<file path="src/rtl/rice_pkg.sv">
// Shared types and helpers for the Rice residual writer and reader.
// Holds the FSM state set and the partition sample-count formula.
package rice_pkg;

    localparam int RICE_PARAM_BITS = 4;
    localparam int SAMPLE_W        = 16;

    typedef enum logic [2:0] {
        S_IDLE,
        S_LOAD,
        S_PARAM,
        S_UNARY,
        S_STOP,
        S_REMAINDER
    } rice_state_t;

    // Samples in a partition; the first one loses the warm-up samples.
    function automatic logic [SAMPLE_W-1:0] rice_part_count(
        input logic [SAMPLE_W-1:0] block_size,
        input logic [3:0]          part_order,
        input logic [3:0]          pred_order,
        input logic                first
    );
        logic [SAMPLE_W-1:0] typical;
        typical = block_size >> part_order;
        return first ? typical - {12'd0, pred_order} : typical;
    endfunction

endpackage

</file>
<file path="src/rtl/rice_stream_writer_if.sv">
// Residual input and serial output handshakes of the Rice writer.
// slave is the writer side, master the producer/consumer side.
interface rice_stream_writer_if;
    import rice_pkg::*;

    logic                       iValid;
    logic                       oReady;
    logic [SAMPLE_W-1:0]        iResidual;
    logic [RICE_PARAM_BITS-1:0] iRiceParam;
    logic                       iOutReady;
    logic                       oData;
    logic                       oValid;
    logic                       oDone;

    modport slave (
        input  iValid, iResidual, iRiceParam, iOutReady,
        output oReady, oData, oValid, oDone
    );

    modport master (
        output iValid, iResidual, iRiceParam, iOutReady,
        input  oReady, oData, oValid, oDone
    );

endinterface

</file>
<file path="src/rtl/rice_fold.sv">
// Zigzag fold of a signed residual into an unsigned Rice value.
// u = (r << 1) ^ (r >>> 15): 0,-1,1,-2,... map to 0,1,2,3,...
module rice_fold
    import rice_pkg::*;
(
    input  logic [SAMPLE_W-1:0] r,
    output logic [SAMPLE_W-1:0] u
);

    assign u = (r << 1) ^ {SAMPLE_W{r[SAMPLE_W-1]}};

endmodule

</file>
<file path="src/rtl/rice_stream_writer.sv">
// Rice residual serializer: parameter, unary quotient, remainder, MSB first.
// Build option RICE_ZIGZAG_EN: fold signed residuals internally.
module rice_stream_writer
    import rice_pkg::*;
(
    input  logic                iClock,
    input  logic                iReset,
    input  logic                iStart,
    input  logic [SAMPLE_W-1:0] iBlockSize,
    input  logic [3:0]          iPredictorOrder,
    input  logic [3:0]          iPartitionOrder,
    rice_stream_writer_if.slave bus
);

    rice_state_t state, next;

    logic [RICE_PARAM_BITS-1:0] k_q;
    logic [SAMPLE_W-1:0]        q_q;
    logic [SAMPLE_W-1:0]        rem_q;
    logic [3:0]                 bit_q;
    logic [SAMPLE_W-1:0]        sample_cnt;
    logic [SAMPLE_W-1:0]        part_idx;
    logic [SAMPLE_W-1:0]        first_cnt;
    logic [SAMPLE_W-1:0]        typ_cnt;
    logic [3:0]                 porder;

    logic [SAMPLE_W-1:0]        u;
    logic [RICE_PARAM_BITS-1:0] k_eff;
    logic [SAMPLE_W-1:0]        q_new;
    logic [SAMPLE_W-1:0]        rem_new;
    logic [SAMPLE_W-1:0]        part_cnt;
    logic [SAMPLE_W:0]          last_idx;
    logic                       first_sample;
    logic                       last_in_part;
    logic                       last_part;
    logic                       adv;
    logic                       sample_done;
    logic                       ready;
    logic                       valid;
    logic                       data;
    logic                       done;

`ifdef RICE_ZIGZAG_EN
    rice_fold u_fold (
        .r (bus.iResidual),
        .u (u)
    );
`else
    assign u = bus.iResidual;
`endif

    assign first_sample = sample_cnt == '0;
    assign k_eff        = first_sample ? bus.iRiceParam : k_q;
    assign q_new        = u >> k_eff;
    assign rem_new      = u & ((16'd1 << k_eff) - 16'd1);
    assign part_cnt     = (part_idx == '0) ? first_cnt : typ_cnt;
    assign last_idx     = (17'd1 << porder) - 17'd1;
    assign last_part    = {1'b0, part_idx} == last_idx;
    assign last_in_part = sample_cnt == part_cnt - 16'd1;
    assign adv          = bus.iOutReady;

    assign bus.oReady = ready;
    assign bus.oValid = valid;
    assign bus.oData  = data;
    assign bus.oDone  = done;

    // State register.
    always_ff @(posedge iClock) begin
        if (iReset) state <= S_IDLE;
        else        state <= next;
    end

    // Next state and serial outputs; bits advance only when accepted.
    always_comb begin
        next        = state;
        ready       = 1'b0;
        valid       = 1'b0;
        data        = 1'b0;
        sample_done = 1'b0;
        done        = 1'b0;
        unique case (state)
            S_IDLE: begin
                if (iStart) next = S_LOAD;
            end
            S_LOAD: begin
                ready = 1'b1;
                if (bus.iValid) begin
                    if (first_sample)     next = S_PARAM;
                    else if (q_new != '0) next = S_UNARY;
                    else                  next = S_STOP;
                end
            end
            S_PARAM: begin
                valid = 1'b1;
                data  = k_q[bit_q[1:0]];
                if (adv && bit_q == 4'd0)
                    next = (q_q != '0) ? S_UNARY : S_STOP;
            end
            S_UNARY: begin
                valid = 1'b1;
                if (adv && q_q == 16'd1) next = S_STOP;
            end
            S_STOP: begin
                valid = 1'b1;
                data  = 1'b1;
                if (adv) begin
                    if (k_q != '0) next = S_REMAINDER;
                    else           sample_done = 1'b1;
                end
            end
            S_REMAINDER: begin
                valid = 1'b1;
                data  = rem_q[bit_q];
                if (adv && bit_q == 4'd0) sample_done = 1'b1;
            end
            default: next = S_IDLE;
        endcase
        if (sample_done) begin
            if (last_in_part && last_part) begin
                done = 1'b1;
                next = S_IDLE;
            end else begin
                next = S_LOAD;
            end
        end
    end

    // Block config, per-sample fields and partition bookkeeping.
    always_ff @(posedge iClock) begin
        if (iReset) begin
            k_q        <= '0;
            q_q        <= '0;
            rem_q      <= '0;
            bit_q      <= '0;
            sample_cnt <= '0;
            part_idx   <= '0;
            first_cnt  <= '0;
            typ_cnt    <= '0;
            porder     <= '0;
        end else begin
            unique case (state)
                S_IDLE: begin
                    if (iStart) begin
                        first_cnt  <= rice_part_count(iBlockSize,
                            iPartitionOrder, iPredictorOrder, 1'b1);
                        typ_cnt    <= rice_part_count(iBlockSize,
                            iPartitionOrder, iPredictorOrder, 1'b0);
                        porder     <= iPartitionOrder;
                        sample_cnt <= '0;
                        part_idx   <= '0;
                    end
                end
                S_LOAD: begin
                    if (bus.iValid) begin
                        q_q   <= q_new;
                        rem_q <= rem_new;
                        if (first_sample) begin
                            k_q   <= bus.iRiceParam;
                            bit_q <= 4'd3;
                        end
                    end
                end
                S_PARAM: begin
                    if (adv) bit_q <= bit_q - 4'd1;
                end
                S_UNARY: begin
                    if (adv) q_q <= q_q - 16'd1;
                end
                S_STOP: begin
                    if (adv && k_q != '0) bit_q <= k_q - 4'd1;
                end
                S_REMAINDER: begin
                    if (adv) bit_q <= bit_q - 4'd1;
                end
                default: ;
            endcase
            if (sample_done) begin
                if (last_in_part) begin
                    sample_cnt <= '0;
                    part_idx   <= part_idx + 16'd1;
                end else begin
                    sample_cnt <= sample_cnt + 16'd1;
                end
            end
        end
    end

endmodule
</file>
<file path="src/flat_wrapper.sv">
// flat-port wrapper written by rule: the top's interface ports become plain ports
module rice_stream_writer_flat import rice_pkg::*;
  (iClock, iReset, iStart, iBlockSize, iPredictorOrder, iPartitionOrder, bus_iValid, bus_iResidual, bus_iRiceParam, bus_iOutReady, bus_oReady, bus_oData, bus_oValid, bus_oDone);
  rice_stream_writer_if bus_i ();
  input  logic iClock;
  input  logic iReset;
  input  logic iStart;
  input  logic [SAMPLE_W-1:0] iBlockSize;
  input  logic [3:0] iPredictorOrder;
  input  logic [3:0] iPartitionOrder;
  input wire logic [$bits(bus_i.iValid)-1:0] bus_iValid;
  input wire logic [$bits(bus_i.iResidual)-1:0] bus_iResidual;
  input wire logic [$bits(bus_i.iRiceParam)-1:0] bus_iRiceParam;
  input wire logic [$bits(bus_i.iOutReady)-1:0] bus_iOutReady;
  output wire logic [$bits(bus_i.oReady)-1:0] bus_oReady;
  output wire logic [$bits(bus_i.oData)-1:0] bus_oData;
  output wire logic [$bits(bus_i.oValid)-1:0] bus_oValid;
  output wire logic [$bits(bus_i.oDone)-1:0] bus_oDone;
  assign bus_i.iValid = bus_iValid;
  assign bus_i.iResidual = bus_iResidual;
  assign bus_i.iRiceParam = bus_iRiceParam;
  assign bus_i.iOutReady = bus_iOutReady;
  assign bus_oReady = bus_i.oReady;
  assign bus_oData = bus_i.oData;
  assign bus_oValid = bus_i.oValid;
  assign bus_oDone = bus_i.oDone;
  rice_stream_writer u_core (.iClock(iClock), .iReset(iReset), .iStart(iStart), .iBlockSize(iBlockSize), .iPredictorOrder(iPredictorOrder), .iPartitionOrder(iPartitionOrder), .bus(bus_i));
endmodule
</file>
<file path="config.mk">
export PLATFORM = sky130hd
export DESIGN_NAME = rice_stream_writer_flat
export DESIGN_NICKNAME = d
export VERILOG_FILES = /design/src/rtl/rice_pkg.sv /design/src/rtl/rice_stream_writer_if.sv /design/src/rtl/rice_fold.sv /design/src/rtl/rice_stream_writer.sv /design/src/flat_wrapper.sv
export SDC_FILE = /design/constraint.sdc
export NUM_CORES = 1
export LEC_CHECK = 0
export ABC_CLOCK_PERIOD_IN_PS = 4890
export BUFFER_PORTS_ARGS = -buffer_cell sky130_fd_sc_hd__buf_2
export CAP_MARGIN = 20
export CORE_MARGIN = 3
export CORE_UTILIZATION = 30
export CTS_CLUSTER_DIAMETER = 80
export DETAILED_ROUTE_END_ITERATION = 8
export PLACE_DENSITY = 0.41
export SYNTH_ARGS = -nofsm -noshare
export SYNTH_HDL_FRONTEND = slang
export SYNTH_SLANG_ARGS = --single-unit
</file>
<file path="constraint.sdc">
create_clock -name iClock -period 4.89 [get_ports iClock]
set_clock_uncertainty 0.05 [all_clocks]
set_input_delay 0.489 -clock iClock [delete_from_list [all_inputs] [get_ports iClock]]
set_output_delay 0.489 -clock iClock [all_outputs]
set_load 0.01 [all_outputs]
</file>
==> out/results.txt <==
Status - finished clean
Yosys warns - 0
Final number of max-transition violations - 0
Clock buffer depth - 2
Pleak - 0.00406 µW
Layout cells sized above 1 - 12.1%
All-Layer GR Usage - 18.4%
Core area - 32000 µm²
Synth top area share - 22.5%
Power Density - 410 nW/µm²
Post-Syn Nets - 1383
Post-synth cell types - 87
Hold Vio Cnt, Final - 0
Unrepaired setup endpoints after global routing - no
Worst-Skew Late Latency - 370 ps
Pre-Repair DR Iteration Count - 5
Worst setup SP type - register
# DRC - 0
CP Class - reg2out
Via density - 5.59
Crit Reg-Reg Startpoint - u_core.sample_cnt[0]
CP endpoint - bus_oDone
Die height - 187 µm
Die area - 35100 µm²
Initial Util - 30.9%
Slew of the pin with the lowest slew margin - 911 ps
FMAX - 222 MHz
Root buffer selected by CTS - clkbuf_16
Antenna violations before repair - 2
Inserted Clock Buffers - 9
Mapped cell area - 9870 µm²
Post-Synthesis Cells - 1319
Setup_tns - 0 ps
Post-Route WL - 33.2 mm
Fill cell count - 3397
Gpl congestion - 0.855
WL/cell - 19.1 µm
R2R depth - 12
Arr. time, crit path - 3970 ps
Critical path launch point - u_core.part_idx[10]
Syn_area_per_cell - 7.48 µm²
Worst EP required - 4350 ps
CP max FO - 16
Synth Flop Type - dfxtp_1
Most common cell after layout, fill and taps aside - nand2_1
Post-DP HPWL - 24.3 mm
Reg-to-Reg End - u_core.state[0]
Post-DRT Antenna Nets - 0
Post-synth top area cell - dfxtp_1
First-pass GRT wire length - 52.4 mm
Clock sink total - 111
Maxcap violations - 0
Fin nets - 1360
Vias - 9697
Largest net degree at the start of global routing - 54
Most frequent cells in the layout - nand2_1 (165), nor2_1 (117), dfxtp_1 (111)
Final setup viols - 0
Period utilization - 92.3%
Vias in the first global route - 9027
Slew headroom - 39.3%
Hold WC Path Type - in2reg
Worst R2R Setup Slack - 820 ps
Tmin final - 4510 ps
Largest cells by area after synthesis - dfxtp_1 (23%), mux2i_1 (8.0%), nand2_1 (6.3%)
Gr ovfl total - 0
Peak supply drop - 0.191 mV
CTS H-tree depth - 3
Row cnt - 65
Diodes inserted - 0
FFs w/ async S/R, synth - 0%
#FFs+latches synth - 111
CTS tree - built
Count of input and output buffers - 52
Syn-to-layout area delta - 8.79%
CP Capture Type - primary output
Register area share after synthesis - 22.5%
Clock-pin slew on the worst setup and hold paths - 80 ps
Hold WS - 387 ps
Ports - 53
Initial DRC count - 751
Post-synth EDFFs - 0
Die width - 187 µm
Yosys cell counts (all sizes together), types with 5 or more instances:
| cell | n |
|---|---|
| nand2 | 166 |
| nor2 | 118 |
| dfxtp | 111 |
| a21oi | 92 |
| clkbuf | 81 |
| mux2i | 81 |
| o21ai | 69 |
| nand3 | 53 |
| nor3 | 47 |
| nor4 | 35 |
| inv | 32 |
| buf | 31 |
| and3 | 30 |
| xnor2 | 29 |
| a211oi | 26 |
| nand4 | 24 |
| xor2 | 21 |
| nand2b | 17 |
| mux4 | 16 |
| mux2 | 15 |
| ha | 14 |
| o211ai | 14 |
| or3 | 13 |
| a31oi | 12 |
| nor2b | 12 |
| nor4b | 12 |
| and2 | 10 |
| o41ai | 10 |
| a221oi | 9 |
| nor3b | 8 |
| a21o | 7 |
| a22oi | 7 |
| nand3b | 7 |
| or4 | 7 |
| o221ai | 6 |
| o22ai | 6 |
| or2 | 6 |
| a22o | 5 |
| a32oi | 5 |
| o2111ai | 5 |
| o22a | 5 |
sequential cells by signal, summed over array words and instances (netlist names):
name	flops
u_core.part_idx	16
u_core.sample_cnt	16
u_core.q_q	16
u_core.rem_q	16
u_core.state	3
u_core.k_q	4
u_core.bit_q	4
u_core.typ_cnt	16
u_core.porder	4
u_core.first_cnt	16
repair_timing:
action / 4_1_cts / 5_1_grt
resized for setup: 2 / 1
buffers inserted: 0 / 1
pin swaps: 0 / 1
gates cloned: 0 / 0
hold buffers: 0 / 0
setup endpoints to repair: 1 / 1
metal layers:
| layer | routed length (µm) | vias to the layer above | GRT usage, % |
|---|---|---|---|
| met3 | 1180 | 17 | 2.38 |
| li1 | - | 4824 | - |
| met5 | 13 | - | 0 |
| met2 | 14400 | 193 | 27.7 |
| met1 | 17300 | 4661 | 28.0 |
| met4 | 295 | 2 | 3.41 |
worst min-delay path by stage:
stage / from / to / slack, ps / cells past startpoint
finish: bus_iResidual[0] / u_core.rem_q[0] / 390 / 3
global route: iPredictorOrder[0] / u_core.first_cnt[0] / 390 / 3
CTS: iPredictorOrder[0] / u_core.first_cnt[0] / 370 / 3
detailed placement: u_core.rem_q[7] / u_core.rem_q[7] / 400 / 2
global placement: u_core.rem_q[2] / u_core.rem_q[2] / 390 / 2
floorplan: u_core.rem_q[10] / u_core.rem_q[10] / 380 / 2
worst max-delay path: stages (launching register included):
cell and delay (ps):
dfxtp_1 450, nor4_4 460, and4_1 800, mux2_4 310, nor2_1 60, a2111oi_4 390, o2111ai_2 280, nor4_4 300
nand2_1 180, nor3b_1 220, buf_2 160
through the flow:
stage	setup WS, ps	cell area (µm²)	utilization (%)	power [µW]	cells
floorplan	849	9870	-	2920	1319
CTS	70.5	10700	33.6	4430	1735
finish	376	10700	33.6	4400	1736
global route	56.7	10700	33.6	4760	1736
detailed placement	162	10400	32.5	3550	1719
global placement	264	10400	32.5	3570	1719
area by class of cell:
| class | instances | area [µm²] | share of cell area (%) |
|---|---|---|---|
| clock inverters | 4 | 77.6 | 0.723 |
| flip-flops and latches | 111 | 2220 | 20.7 |
| inverters | 32 | 120 | 1.12 |
| well taps | 435 | 544 | 5.07 |
| clock buffers | 12 | 256 | 2.39 |
| repair buffers | 78 | 458 | 4.27 |
| multi-input cells | 1064 | 7060 | 65.7 |
report_power, final:
group / switching, µW / internal [µW] / total, µW
logic: 1420 / 886 / 2300
clock network: 367 / 480 / 848
registers: 222 / 1030 / 1250
cells by family (layout without fill, tap and decap cells):
family | count (synthesis) | in the layout | synth area share, %
AO/OA/AOI/OAI | 314 | 314 | 21.2
buffers and inverters | 144 | 126 | 6.22
AND/OR/NAND/NOR | 573 | 573 | 29.8
multiplexers | 112 | 112 | 13.9
flip-flops | 111 | 111 | 22.5
XOR/XNOR | 50 | 50 | 4.44
adder cells (fa/ha/maj) | 15 | 15 | 1.98
(Power assumes the default switching activity.)
